File: config.mk
export PLATFORM = sky130hd
export DESIGN_NAME = dsp48a1
export DESIGN_NICKNAME = d
export VERILOG_FILES = /design/src/rtl/dsp48a1_pkg.sv /design/src/rtl/dsp48a1_reg_mux.sv /design/src/rtl/dsp48a1.sv
export SDC_FILE = /design/constraint.sdc
export NUM_CORES = 1
export LEC_CHECK = 0
export ABC_CLOCK_PERIOD_IN_PS = 7460
export CORE_ASPECT_RATIO = 1.75
export CORE_MARGIN = 5
export CORE_UTILIZATION = 52
export CTS_CLUSTER_DIAMETER = 150
export DETAILED_ROUTE_END_ITERATION = 6
export PLACE_DENSITY = 0.81
export SYNTH_ARGS = -nofsm -noshare
export SYNTH_HDL_FRONTEND = slang
export SYNTH_HIERARCHICAL = 1
export SYNTH_SLANG_ARGS = --single-unit
export TNS_END_PERCENT = 100
File: constraint.sdc
create_clock -name CLK -period 7.46 [get_ports CLK]
set_clock_uncertainty 0.15 [all_clocks]
set_input_delay 2.238 -clock CLK [delete_from_list [all_inputs] [get_ports CLK]]
set_output_delay 2.238 -clock CLK [all_outputs]
set_load 0.005 [all_outputs]
File: src/rtl/dsp48a1_pkg.sv
// dsp48a1_pkg: widths, OPMODE bit positions and X/Z mux encodings shared by the dsp48a1 slice.
`timescale 1ns/1ps
package dsp48a1_pkg;
    localparam int A_W = 18;
    localparam int M_W = 36;
    localparam int P_W = 48;
    localparam int OP_X        = 0;
    localparam int OP_Z        = 2;
    localparam int OP_PRE_SEL  = 4;
    localparam int OP_CIN      = 5;
    localparam int OP_PRE_SUB  = 6;
    localparam int OP_POST_SUB = 7;
    typedef enum logic [1:0] {X_ZERO = 2'd0, X_M = 2'd1, X_P = 2'd2, X_DAB = 2'd3} x_sel_e;
    typedef enum logic [1:0] {Z_ZERO = 2'd0, Z_PCIN = 2'd1, Z_P = 2'd2, Z_C = 2'd3} z_sel_e;
endpackage

File: src/rtl/dsp48a1_reg_mux.sv
// dsp48a1_reg_mux: optional pipeline register with clock enable and async active-low clear, or a plain wire.
`timescale 1ns/1ps
module dsp48a1_reg_mux #(
    parameter int W  = 18,
    parameter int EN = 1
) (
    input  logic         clk,
    input  logic         rst_n,
    input  logic         ce,
    input  logic [W-1:0] d,
    output logic [W-1:0] q
);
    if (EN != 0) begin : g_reg
        logic [W-1:0] r;
        always_ff @(posedge clk or negedge rst_n)
            if (!rst_n) r <= '0;
            else if (ce) r <= d;
        assign q = r;
    end else begin : g_wire
        logic unused_ctl;
        assign unused_ctl = ^{clk, rst_n, ce};
        assign q = d;
    end
endmodule

File: src/rtl/dsp48a1.sv
// dsp48a1: DSP48A1-style slice: pre-adder, 18x18 unsigned multiplier, 48-bit post-adder/accumulator.
// Define DSP48A1_PREADDER_EN to build the D+/-B pre-adder; otherwise B1 always takes B0.
`timescale 1ns/1ps
module dsp48a1
    import dsp48a1_pkg::*;
#(
    parameter int    A0REG       = 0,
    parameter int    A1REG       = 1,
    parameter int    B0REG       = 0,
    parameter int    B1REG       = 1,
    parameter int    CREG        = 1,
    parameter int    DREG        = 1,
    parameter int    MREG        = 1,
    parameter int    PREG        = 1,
    parameter int    CARRYINREG  = 1,
    parameter int    CARRYOUTREG = 1,
    parameter int    OPMODEREG   = 1,
    parameter string CARRYINSEL  = "OPMODE5",
    parameter string B_INPUT_SEL = "DIRECT"
) (
    input  logic           CLK,
    input  logic           RSTA,
    input  logic           RSTB,
    input  logic           RSTC,
    input  logic           RSTD,
    input  logic           RSTM,
    input  logic           RSTP,
    input  logic           RSTOPMODE,
    input  logic           RSTCARRYIN,
    input  logic           RSTCARRYOUT,
    input  logic           CEA,
    input  logic           CEB,
    input  logic           CEC,
    input  logic           CED,
    input  logic           CEM,
    input  logic           CEP,
    input  logic           CEOPMODE,
    input  logic           CECARRYIN,
    input  logic           CECARRYOUT,
    input  logic [A_W-1:0] A,
    input  logic [A_W-1:0] B,
    input  logic [A_W-1:0] D,
    input  logic [A_W-1:0] BCIN,
    input  logic [P_W-1:0] C,
    input  logic [P_W-1:0] PCIN,
    input  logic [7:0]     OPMODE,
    input  logic           CARRYIN,
    output logic [M_W-1:0] M,
    output logic [P_W-1:0] P,
    output logic [P_W-1:0] PCOUT,
    output logic [A_W-1:0] BCOUT,
    output logic           CARRYOUT,
    output logic           CARRYOUTF
);
    logic [A_W-1:0] a0, b0, d_r, a1, b1, b1_d;
    logic [P_W-1:0] c_r, x_mux, z_mux;
    logic [7:0]     op;
    logic           cyi;
    logic [P_W:0]   post;

    dsp48a1_reg_mux #(.W(A_W), .EN(A0REG)) u_a0 (.clk(CLK), .rst_n(RSTA), .ce(CEA), .d(A), .q(a0));
    dsp48a1_reg_mux #(.W(A_W), .EN(B0REG)) u_b0 (.clk(CLK), .rst_n(RSTB), .ce(CEB),
        .d(B_INPUT_SEL == "CASCADE" ? BCIN : B), .q(b0));
    dsp48a1_reg_mux #(.W(P_W), .EN(CREG)) u_c (.clk(CLK), .rst_n(RSTC), .ce(CEC), .d(C), .q(c_r));
    dsp48a1_reg_mux #(.W(A_W), .EN(DREG)) u_d (.clk(CLK), .rst_n(RSTD), .ce(CED), .d(D), .q(d_r));
    dsp48a1_reg_mux #(.W(8), .EN(OPMODEREG)) u_op (.clk(CLK), .rst_n(RSTOPMODE), .ce(CEOPMODE),
        .d(OPMODE), .q(op));

`ifdef DSP48A1_PREADDER_EN
    logic [A_W-1:0] pre;
    assign pre  = op[OP_PRE_SUB] ? d_r - b0 : d_r + b0;
    assign b1_d = op[OP_PRE_SEL] ? pre : b0;
`else
    logic unused_pre;
    assign unused_pre = ^{d_r[A_W-1:12], op[OP_PRE_SUB], op[OP_PRE_SEL]};
    assign b1_d = b0;
`endif

    dsp48a1_reg_mux #(.W(A_W), .EN(A1REG)) u_a1 (.clk(CLK), .rst_n(RSTA), .ce(CEA), .d(a0), .q(a1));
    dsp48a1_reg_mux #(.W(A_W), .EN(B1REG)) u_b1 (.clk(CLK), .rst_n(RSTB), .ce(CEB), .d(b1_d), .q(b1));
    dsp48a1_reg_mux #(.W(M_W), .EN(MREG)) u_m (.clk(CLK), .rst_n(RSTM), .ce(CEM), .d(a1 * b1), .q(M));
    // Carry-in is staged alongside M so it lines up with the product at the post-adder
    dsp48a1_reg_mux #(.W(1), .EN(CARRYINREG)) u_cyi (.clk(CLK), .rst_n(RSTCARRYIN), .ce(CECARRYIN),
        .d(CARRYINSEL == "CARRYIN" ? CARRYIN : op[OP_CIN]), .q(cyi));

    always_comb begin
        x_mux = op[OP_X +: 2] == X_ZERO ? '0 :
                op[OP_X +: 2] == X_M    ? {{(P_W-M_W){1'b0}}, M} :
                op[OP_X +: 2] == X_P    ? P : {d_r[11:0], a1, b1};
        z_mux = op[OP_Z +: 2] == Z_ZERO ? '0 :
                op[OP_Z +: 2] == Z_PCIN ? PCIN :
                op[OP_Z +: 2] == Z_P    ? P : c_r;
        post  = op[OP_POST_SUB] ? {1'b0, z_mux} - ({1'b0, x_mux} + {{P_W{1'b0}}, cyi})
                                : {1'b0, z_mux} + {1'b0, x_mux} + {{P_W{1'b0}}, cyi};
    end

    dsp48a1_reg_mux #(.W(P_W), .EN(PREG)) u_p (.clk(CLK), .rst_n(RSTP), .ce(CEP), .d(post[P_W-1:0]), .q(P));
    dsp48a1_reg_mux #(.W(1), .EN(CARRYOUTREG)) u_co (.clk(CLK), .rst_n(RSTCARRYOUT), .ce(CECARRYOUT),
        .d(post[P_W]), .q(CARRYOUT));

    assign BCOUT     = b1;
    assign PCOUT     = P;
    assign CARRYOUTF = CARRYOUT;
endmodule

Yosys cells after proc, flatten, opt, wreduce, memory -nomap -nowiden
Index checks and enable logic that the tools add are counted.
Word-level totals
  register bits: 190
  input bits: 196
  output and inout port bits: 152
  logic and storage cells: 27
Operators by class
  add/subtract/negate cells: 4
  multiply operators: 1
  eq/ne operators: 4
  multiplexer cells: 7
  reduce and logical (&&, ||, !) cells: 2
Operators with widths (count)
  $mux W48: 6
  $add A48 B1 Y49: 1
  $add A48 B48 Y49: 1
  $add A49 B1 Y49: 1
  $mux W49: 1
  $sub A48 B49 Y49: 1
  $mul A18 B18 Y36: 1
  $eq A2 B1 Y1 const B: 2
  $eq A2 B2 Y1 const B: 2
  $logic_not A2 Y1: 2

Depth between registers and ports, before layout
  word-level depth: 7
  mapped depth: 26
  mapped depth without buffers: 24

By module
The synthesis kept the hierarchy.
Modules (own cells, without submodules)
  dsp48a1: times used 1, cells each 2471, area an instance 19384.8 µm², sequential area each 0.0 µm²
  dsp48a1_reg_mux at u_c ...: times used 2, cells each 101, area an instance 1860.5 µm², sequential area each 1201.2 µm²
  dsp48a1_reg_mux at u_a1 ...: times used 3, cells each 38, area an instance 721.9 µm², sequential area each 450.4 µm²
  dsp48a1_reg_mux at u_m: times used 1, cells each 76, area an instance 1490.2 µm², sequential area each 900.9 µm²
  dsp48a1_reg_mux at u_op: times used 1, cells each 17, area an instance 331.6 µm², sequential area each 200.2 µm²
  dsp48a1_reg_mux at u_a0 ...: times used 2, cells each 18, area an instance 135.1 µm², sequential area each 0.0 µm²
  dsp48a1_reg_mux at u_co ...: times used 2, cells each 2, area an instance 40.0 µm², sequential area each 25.0 µm²

Worst setup path after synthesis
OpenSTA, ideal clock, no wires.
  kind: reg2reg
  start point: reg u_b1.g_reg.r[9], in the netlist u_b1/q[9]
  end point: reg u_m.g_reg.r[34], in the netlist u_m/q[34]
  setup time: 0.125 ns
  data arrival time: 6.218 ns
  required time: 7.185 ns
  path slack: 0.967 ns
  cell stages (with the launch flop): 25
  buffers on the path: 2
  period minus slack after synthesis: 6.493 ns
  path through: dfrtp_1 > clkbuf_1 > clkbuf_1 > nand2_1 > fa_1 > inv_1 > fa_1 > fa_1 > fa_1 > fa_1 > inv_1 > fa_1 > inv_1 > ha_1 > a21o_1 > a21o_1 > a21oi_1 > o21ai_0 > a22oi_1 > a21boi_0 > a21oi_1 > a21oi_1 > o21ai_0 > xor2_1 > mux2_4
Between the ends
  word-level cells in the longest chain between the ends: 1
RTL lines
  start, declared: RTL line dsp48a1_reg_mux.sv:14  | logic [W-1:0] r;
  start signal, assigned: RTL line dsp48a1_reg_mux.sv:16  | if (!rst_n) r <= '0;
  start signal, assigned: RTL line dsp48a1_reg_mux.sv:17  | else if (ce) r <= d;
  $mul A18 B18 Y36: RTL line dsp48a1.sv:81  | dsp48a1_reg_mux #(.W(M_W), .EN(MREG)) u_m (.clk(CLK), .rst_n(RSTM), .ce(CEM), .d(a1 * b1), .q(M));
  end signal, assigned: RTL line dsp48a1_reg_mux.sv:16
  end signal, assigned: RTL line dsp48a1_reg_mux.sv:17
  end, declared: RTL line dsp48a1_reg_mux.sv:14
No other way between the ends.
A chain may end at the register's enable or synchronous reset.

Final worst setup path
  start point: reg u_a1.g_reg.r[5], in the netlist u_a1/q[5]
  end point: reg u_m.g_reg.r[34], in the netlist u_m/q[34]
Between the ends
  word-level cells in the longest chain between the ends: 1
RTL lines (RTL line)
  start, declared: dsp48a1_reg_mux.sv:14
  start signal, assigned: dsp48a1_reg_mux.sv:16
  start signal, assigned: dsp48a1_reg_mux.sv:17
  $mul A18 B18 Y36: dsp48a1.sv:81
No other way between the ends.

==> out/metrics.csv <==
metric,value,unit
Setup TNS,0,ps
Fmax achieved,141,MHz
TritonRoute pass-1 iters,6,
synth-to-layout area growth,13.4,%
HP Class,register to register,
vias in the first global route,23900,
largest net degree at the start of global routing,57,
# resized after CTS,0,
CP startpoint,u_a1/q[5]$_DFFE_PN0P_,
Critical path destination,u_m/q[34]$_DFFE_PN0P_,
worst skew pair latency,500,ps
Initial Util,52.6,%
WP data required,7680,ps
Slew Limit Fails,0,
RePlAce Congestion,0.968,
H-tree depth,4,
reg2reg start,u_a1/q[5]$_DFFE_PN0P_,
CORE AREA,51600,um^2
Setup CP Type,register to register,
antenna-violating nets left,0,
# setup viols final,0,
first-pass GRT wire length,127000,um
CP Max Fanout,17,
Std-Cell Rows,110,
clock slew at reported path FFs,70,ps
GRT Resource Usage Total,28.4,%
placed cell count,3723,
CTS Buf Count,17,
critical path arrival,7320,ps
area of the die,57000,um^2
io pins,348,
syn_nets,3609,
Placed Instance Area,30200,um^2
antenna violations before repair,0,
Longest Clk Path Bufs,2,
Detailed Place HPWL,65100,um
Overflow after GRT,0,
DRC Markers,0,
Die X,183,um
max-capacitance violation count,0,
"Hold Violations, Final",0,
post-synthesis cell count,2904,
setup bufs post-CTS,0,
mapped cell area,27100,um^2
Setup crit end kind,register,
Synth warnings,6,
Wirelength per Cell,21.6,um
Nets,3775,
Finished Layout Cells,3756,
vias per std cell,5.82,
fin crit period,7100,ps
design area,30800,um^2
clock sink count,188,
Port Buffer Count,320,
worst hold start,u_c/q[33]$_DFFE_PN0P_,
RSZ-0062 raised after global routing,false,
CTS root buf,clkbuf_16,
Die Ht,312,um
status,completed,
Total Wirelength,80900,um
reg2reg path depth,22,
FF-to-FF End,u_m/q[34]$_DFFE_PN0P_,
Vias,21800,
Least-Margin Pin Slew,1180,ps
final worst-path cycle share,95.1,%
hold buffers post-CTS,0,
CTS tree,yes,
layout cells sized above 1,12.8,%
Synth Area per Inst,9.34,um^2
Detailed Route Iter0 Violations,1254,
Slew headroom,21.7,%
flop-to-flop setup slack,360,ps
startpoint types,register,
[worst min-delay path by stage]
stage | depth (start not counted) | end | slack (ps)
3_3_place_gp | 1 | u_c/q[12]$_DFFE_PN0P_ | 330
2_1_floorplan | 1 | u_c/q[0]$_DFFE_PN0P_ | 320
5_1_grt | 1 | u_c/q[46]$_DFFE_PN0P_ | 370
4_1_cts | 1 | u_c/q[46]$_DFFE_PN0P_ | 360
3_5_place_dp | 1 | u_c/q[28]$_DFFE_PN0P_ | 340
6_report | 1 | u_c/q[33]$_DFFE_PN0P_ | 360
[per-stage QoR]
stage / hold slack, ps / setup WS (ps) / utilization, %
after floorplan: 325 / 967 / -
after global placement: 332 / 417 / 58.5
after detailed placement: 338 / 359 / 58.5
after CTS: 357 / 359 / 59.6
after global routing: 367 / 3.56 / 59.6
final: 356 / 362 / 59.6
[per-layer routing]
metal	up-vias	track usage [%]	wire length, um
li1	9799	-	-
met1	10900	30.2	28800
met2	889	52.3	42400
met3	280	4.29	4570
met4	0	16.6	5240
met5	-	0	0
[cell usage in the layout, fill, tap and decap left out, drive strengths merged, types with 5 or more instances in the layout]
cell type	instances
nand2	273
a21o	51
clkinv	7
nor2	90
a21oi	138
xnor2	76
o21bai	17
clkdlybuf4s50	314
a21boi	5
mux2i	27
clkbuf	18
a22o	61
and2	142
xor2	35
dfrtp	188
o31ai	10
o21a	16
and3	12
nand2b	11
or3	7
a221oi	6
o21ai	84
inv	437
a211oi	18
mux2	273
ha	249
nand4	13
o211ai	8
fa	260
a22oi	25
buf	63
nand3	28
nor3	20
a31oi	9
nor2b	28
[worst max-delay path: stages, from the launching register on]
cell and delay (ps):
dfrtp_1 890, nand2_1 170, fa_1 520, inv_1 50
fa_1 570, fa_1 450, fa_1 420, fa_1 510
inv_1 50, fa_1 470, inv_1 40, ha_1 330
a21o_1 170, a21o_1 180, a21oi_1 200, o21ai_0 200
a22oi_1 290, a21boi_0 310, a21oi_1 180, a21oi_1 280
o21ai_0 140, xor2_1 150, mux2_4 260
[sequential cells by signal (all words and copies together) (netlist names)]
register / count
u_a1/q: 18
u_b1/q: 18
u_c/q: 48
u_co/q: 1
u_cyi/q: 1
u_d/q: 12
u_m/q: 36
u_op/q: 6
u_p/q: 48
[area by class of cell]
type | count | area (um^2)
inverters | 434 | 1630
fillers | 4391 | 20800
clock inverters | 14 | 121
well taps | 672 | 841
flip-flops and latches | 188 | 4720
repair buffers | 377 | 3600
diodes | 1 | 2.50
clock buffers | 18 | 429
multi-input cells | 2052 | 19400
Power is not shown: default switching activity piles up to over one toggle a cycle in this logic, so the estimate is an artifact.
